[config.mk]
export PLATFORM = sky130hd
export DESIGN_NAME = hazard_ctrl
export DESIGN_NICKNAME = d
export VERILOG_FILES = /design/src/rtl/hazard_ctrl.sv
export SDC_FILE = /design/constraint.sdc
export NUM_CORES = 1
export LEC_CHECK = 0
export ABC_AREA = 0
export BUFFER_PORTS_ARGS = -buffer_cell sky130_fd_sc_hd__clkbuf_2
export CAP_MARGIN = 40
export CORE_ASPECT_RATIO = 0.6
export CORE_MARGIN = 2
export CORE_UTILIZATION = 38
export CTS_CLUSTER_DIAMETER = 100
export DETAILED_ROUTE_END_ITERATION = 8
export GPL_TIMING_DRIVEN = 0
export HOLD_SLACK_MARGIN = 0.06
export MAX_ROUTING_LAYER = met4
export PLACE_DENSITY_LB_ADDON = 0.12
export SLEW_MARGIN = 0
export SYNTH_ARGS = -nofsm -noshare
export SYNTH_HDL_FRONTEND = slang
export SYNTH_SLANG_ARGS = --single-unit
[constraint.sdc]
create_clock -name clk -period 4.4 [get_ports clk]
set_clock_uncertainty 0.2 [all_clocks]
set_input_delay 0.88 -clock clk [delete_from_list [all_inputs] [get_ports clk]]
set_output_delay 0.88 -clock clk [all_outputs]
set_load 0.01 [all_outputs]
[src/rtl/hazard_ctrl.sv]
// Pipeline hazard sequencer: Stall*/Flush* are 0-cycle combinational from state and inputs, and the pipeline freezes while data memory is busy.
// Branch flushes that arrive during a wait are replayed in REDIRECT. HAZARD_CTRL_PERF_EN enables the saturating perf counters.
module hazard_ctrl #(
    parameter int REG_ADDR_WIDTH = 5,
    parameter int TIMEOUT_CYCLES = 64,
    parameter int CNT_WIDTH      = 32
) (
    input  logic                      clk,
    input  logic                      rst_n,
    input  logic [REG_ADDR_WIDTH-1:0] Rs1D,
    input  logic [REG_ADDR_WIDTH-1:0] Rs2D,
    input  logic [REG_ADDR_WIDTH-1:0] RdE,
    input  logic                      LoadE,
    input  logic                      PCSrcE,
    input  logic                      MemReqM,
    input  logic                      MemReadyM,
    output logic                      StallF,
    output logic                      StallD,
    output logic                      StallE,
    output logic                      StallM,
    output logic                      FlushD,
    output logic                      FlushE,
    output logic                      FlushW,
    output logic                      TimeoutErr,
    output logic [1:0]                StateO,
    output logic [CNT_WIDTH-1:0]      StallCycles,
    output logic [CNT_WIDTH-1:0]      FlushCount
);
    localparam int WC_W = $clog2(TIMEOUT_CYCLES);

    typedef enum logic [1:0] {
        ST_RUN      = 2'd0,
        ST_MEM_WAIT = 2'd1,
        ST_REDIRECT = 2'd2
    } state_e;

    state_e            state_q, state_d;
    logic [WC_W-1:0]   wait_cnt_q, wait_cnt_d;
    logic              pend_flush_q, pend_flush_d;
    logic              timeout_err_q, timeout_err_d;

    logic load_use, mem_wait, timeout_hit;
    logic sf, sd, se, sm, fd, fe, fw;

    assign load_use    = LoadE && (RdE != '0) && ((RdE == Rs1D) || (RdE == Rs2D));
    assign mem_wait    = MemReqM && !MemReadyM;
    assign timeout_hit = (state_q == ST_MEM_WAIT) && !MemReadyM &&
                         (wait_cnt_q == WC_W'(TIMEOUT_CYCLES - 1));

    always_ff @(posedge clk or negedge rst_n) begin
        if (!rst_n) begin
            state_q       <= ST_RUN;
            wait_cnt_q    <= '0;
            pend_flush_q  <= 1'b0;
            timeout_err_q <= 1'b0;
        end else begin
            state_q       <= state_d;
            wait_cnt_q    <= wait_cnt_d;
            pend_flush_q  <= pend_flush_d;
            timeout_err_q <= timeout_err_d;
        end
    end

    always_comb begin
        state_d       = ST_RUN;
        wait_cnt_d    = wait_cnt_q;
        pend_flush_d  = 1'b0;
        timeout_err_d = timeout_err_q;
        case (state_q)
            ST_RUN: begin
                if (mem_wait) begin
                    state_d      = ST_MEM_WAIT;
                    wait_cnt_d   = '0;
                    pend_flush_d = PCSrcE;
                end
            end
            ST_MEM_WAIT: begin
                if (MemReadyM) begin
                    // a branch on the completing cycle still needs its redirect
                    state_d = (pend_flush_q || PCSrcE) ? ST_REDIRECT : ST_RUN;
                end else if (timeout_hit) begin
                    timeout_err_d = 1'b1;
                end else begin
                    state_d      = ST_MEM_WAIT;
                    wait_cnt_d   = wait_cnt_q + WC_W'(1);
                    pend_flush_d = pend_flush_q || PCSrcE;
                end
            end
            ST_REDIRECT: begin
                state_d = ST_RUN;
            end
            default: begin
                state_d = ST_RUN;
            end
        endcase
    end

    always_comb begin
        sf = 1'b0; sd = 1'b0; se = 1'b0; sm = 1'b0;
        fd = 1'b0; fe = 1'b0; fw = 1'b0;
        case (state_q)
            ST_RUN: begin
                if (mem_wait) begin
                    {sf, sd, se, sm, fw} = 5'b11111;
                end else if (PCSrcE) begin
                    fd = 1'b1;
                    fe = 1'b1;
                end else if (load_use) begin
                    sf = 1'b1;
                    sd = 1'b1;
                    fe = 1'b1;
                end
            end
            ST_MEM_WAIT: begin
                if (timeout_hit) begin
                    fd = 1'b1;
                    fe = 1'b1;
                end else if (!MemReadyM) begin
                    {sf, sd, se, sm, fw} = 5'b11111;
                end
            end
            ST_REDIRECT: begin
                fd = 1'b1;
                fe = 1'b1;
            end
            default: begin
                sf = 1'b0;
            end
        endcase
    end

    // outputs are forced quiet while reset is held, whatever the inputs do
    assign StallF     = sf && rst_n;
    assign StallD     = sd && rst_n;
    assign StallE     = se && rst_n;
    assign StallM     = sm && rst_n;
    assign FlushD     = fd && rst_n;
    assign FlushE     = fe && rst_n;
    assign FlushW     = fw && rst_n;
    assign TimeoutErr = timeout_err_q;
    assign StateO     = state_q;

`ifdef HAZARD_CTRL_PERF_EN
    logic [CNT_WIDTH-1:0] stall_cnt_q, flush_cnt_q;

    always_ff @(posedge clk or negedge rst_n) begin
        if (!rst_n) begin
            stall_cnt_q <= '0;
            flush_cnt_q <= '0;
        end else begin
            if (StallF && !(&stall_cnt_q)) stall_cnt_q <= stall_cnt_q + CNT_WIDTH'(1);
            if (FlushE && !(&flush_cnt_q)) flush_cnt_q <= flush_cnt_q + CNT_WIDTH'(1);
        end
    end

    assign StallCycles = stall_cnt_q;
    assign FlushCount  = flush_cnt_q;
`else
    assign StallCycles = '0;
    assign FlushCount  = '0;
`endif

endmodule

==> out/qor.csv <==
stage,metric,value,unit
yosys,ys flop type,dfrtp_1,
global_routing,pin count of the biggest net entering global routing,15,
yosys,Post-synth EDFFs,0,
route,drt total wl,2.207,mm
layout,# diodes,0,
floorplan,I/O pin cnt,95,
pwr,Sw Share,0.3055,
sta,final hold vios,0,
yosys,Synth Register Bits,10,
global_routing,GRT overflow,0,
sta,endpoints failing setup,0,
cts,Max Buffers Root-to-Sink,2,
layout,Final Util,0.5775,
sta,Max Fclk,296.1,MHz
worst_setup_path,most frequent CP cell,clkbuf_2,
floorplan,core area,0.002947,mm²
pwr,Psw,0.1088,mW
cts,TritonCTS Buffers,3,
layout,"Area growth, synth to finish",40.93,%
yosys,Mapped Area,0.001207,mm²
place,Placer Congestion,0.7698,
floorplan,Die ar.,0.003659,mm²
yosys,Synth async-reset ratio,1.000,
worst_setup_path,"slowest stage delay, CP",0.49,ns
sta,clock period minus worst slack,3.378,ns
sta,fin crit share,0.7676,
place,# port buffers,30,
layout,most frequent cells in the layout,"67 x buf_4, 64 x conb_1, 30 x clkbuf_2",
pwr,part of the power in registers,0.297,
cts,Worst-Skew Late Latency,0.23,ns
layout,"commonest non-fill, non-tap cell in the layout",buf_4,
cts,post-cts resize count,0,
sta,RSZ-0062 raised after global routing,false,
pwr,Logic pwr share,0.386,
global_routing,All-Layer GR Usage,0.1253,
yosys,YS warnings,0,
layout,layout net count,262,
worst_setup_path,launch point of the worst reg-to-reg path,StateO[1],
worst_setup_path,Crit Reg-Reg Endpoint,wait_cnt_q[0],
floorplan,die width,76.77,µm
global_routing,vias in the first global route,769,
worst_setup_path,Critical Path RT,3.32,ns
worst_setup_path,crit start category,input port,
worst_hold_path,worst hold path endpoint,TimeoutErr,
cts,clock slew seen by the registers of the worst setup and hold paths,0.05,ns
pwr,Cell Pwr Density,209.3,mW/mm²
pwr,Int Pwr,0.2474,mW
worst_setup_path,peak fanout along the critical path,5,
pwr,Peak VDD IR,168.0,µV
worst_setup_path,arrival time worst endpoint,2.30,ns
yosys,sequential-to-total area share from yosys stat,0.2073,
route,Via-to-Cell Ratio,3.480,
route,Routed Antenna Nets,0,
worst_setup_path,Worst setup EP type,output port,
worst_hold_path,worst hold path depth,1,
yosys,"Distinct cells, synth",35,
sta,Worst Tran Pin Value,0.6059,ns
worst_setup_path,Setup CP Type,input port to output port,
worst_setup_path,critical-path cell list,"clkbuf_2, nand2b_1, nor3_1, nor2_2, o22ai_1, buf_4, clkbuf_2",
global_routing,initial antenna violation count,0,
floorplan,height of the chip,47.67,µm
yosys,Synth Area per Inst,8.503,µm²
pwr,Clk pwr share,0.317,
sta,Slew headroom,0.5929,
pwr,Static Leak,1.031,nW
cts,H-tree Lvls,1,
cts,clk sinks,10,
run,max-cap check violation count,0,
run_status,outcome,completed,
global_routing,first-pass GRT wire length,3.491,mm
route,initial DRC count,24,
place,estimated wirelength of the detail-placed design,2.039,mm
cts,TritonCTS clock tree,built,
sta,fin. max-slew vios,0,
worst_hold_path,min-delay src,TimeoutErr,
route,Vias,978,
floorplan,num rows,15,
sta,Setup TNS,0,ns
route,Avg WL per Cell,7.854,µm
yosys,Synth Instances,142,
cts,Setup Buffers After CTS,0,
cts,"Hold-fix buffers, CTS",0,
floorplan,starting density of the core,0.4098,
worst_setup_path,Top Family by Delay on Critical Path,simple AND/OR/NAND/NOR gates,
worst_setup_path,worst path bufs/invs,3,
cts,clock root buffer,clkbuf_8,
layout,Fillers,269,
worst_setup_path,reg2reg path depth,5,
layout,ratio of cells with drive above 1 in the final layout,0.4519,
pwr,Pwr Total,0.3562,mW
worst_hold_path,worst min path class,register to register,
route,# DRC,0,
worst_setup_path,Critical Path Slowest Stage Cell,nor3_1,
route,drt first pass iters,4,
worst_setup_path,flop-to-flop setup slack,2.50,ns
-- Yosys cell counts, drive strengths merged, types with 2 or more instances --
| master | count | area [µm²] |
|---|---|---|
| buf | 68 | 514.2 |
| inv | 3 | 11.26 |
| nor2 | 9 | 36.29 |
| nand2b | 3 | 18.77 |
| nand2 | 5 | 18.77 |
| dfrtp | 10 | 250.2 |
| nor3 | 3 | 15.01 |
| o22ai | 2 | 12.51 |
| a211oi | 2 | 25.02 |
| xor2 | 10 | 87.58 |
| a21oi | 3 | 26.28 |
| or4 | 3 | 22.52 |
| xnor2 | 2 | 17.52 |
| nand4 | 2 | 12.51 |
-- stage by stage --
step                area, µm²  worst slack (ns)  hold WS, ns  instances
floorplan                1444             1.211       0.2738        205
global placement         1647            0.9583       0.2788        277
detailed placement       1647             1.034       0.2660        277
CTS                      1702             1.033       0.2801        281
global route             1702            0.8423       0.2960        281
finish                   1702             1.022       0.2787        281
-- flip-flops by register name (all words and copies together) (netlist names) --
name,flops
pend_flush_q,1
TimeoutErr,1
StateO,2
wait_cnt_q,6
-- how the worst max path moves through the flow --
stage | startpoint | to | slack (ns) | cells past startpoint
floorplan | MemReadyM | StallF | 1.21 | 6
global placement | MemReadyM | StallF | 0.96 | 7
detailed placement | MemReadyM | StallF | 1.03 | 8
CTS | MemReadyM | StallF | 1.03 | 8
global route | MemReadyM | StallF | 0.84 | 7
finish | MemReadyM | StallF | 1.02 | 7
-- cells by family after synthesis --
logic type      after synthesis  synth area share
other cells                   1          0.003106
compound gates               15            0.1109
simple gates                 31            0.1368
flops                        10            0.2073
mux                           1          0.009326
xor+xnor                     12           0.08705
fa+ha+maj                     1           0.01036
buf+inv                      71            0.4352
-- power by group through the flow --
| stage | clock network, mW | registers [mW] | logic [mW] |
|---|---|---|---|
| finish | 0.113 | 0.106 | 0.137 |
| global route | 0.123 | 0.107 | 0.153 |
| CTS | 0.115 | 0.106 | 0.135 |
| detailed placement | 0 | 0.107 | 0.135 |
| global placement | 0 | 0.107 | 0.136 |
| floorplan | 0 | 0.106 | 0.107 |
-- per-layer routing --
metal | vias up | routed length (µm) | GRT usage
met5 | - | 0 | -
met1 | 394 | 1032 | 0.1623
met2 | 49 | 943 | 0.1825
li1 | 535 | - | -
met4 | 0 | 0 | 0.02545
met3 | 0 | 231 | 0.05472
-- cell type report --
class | count | area (µm²) | share of cell area
well taps | 42 | 52.55 | 0.03088
multi-input cells | 124 | 668.1 | 0.3926
clock buffers | 4 | 55.05 | 0.03235
inverters | 3 | 11.26 | 0.006618
flip-flops and latches | 10 | 250.2 | 0.1471
plain buffers | 68 | 514.2 | 0.3022
repair buffers | 30 | 150.1 | 0.08824
(Power assumes the default switching activity.)
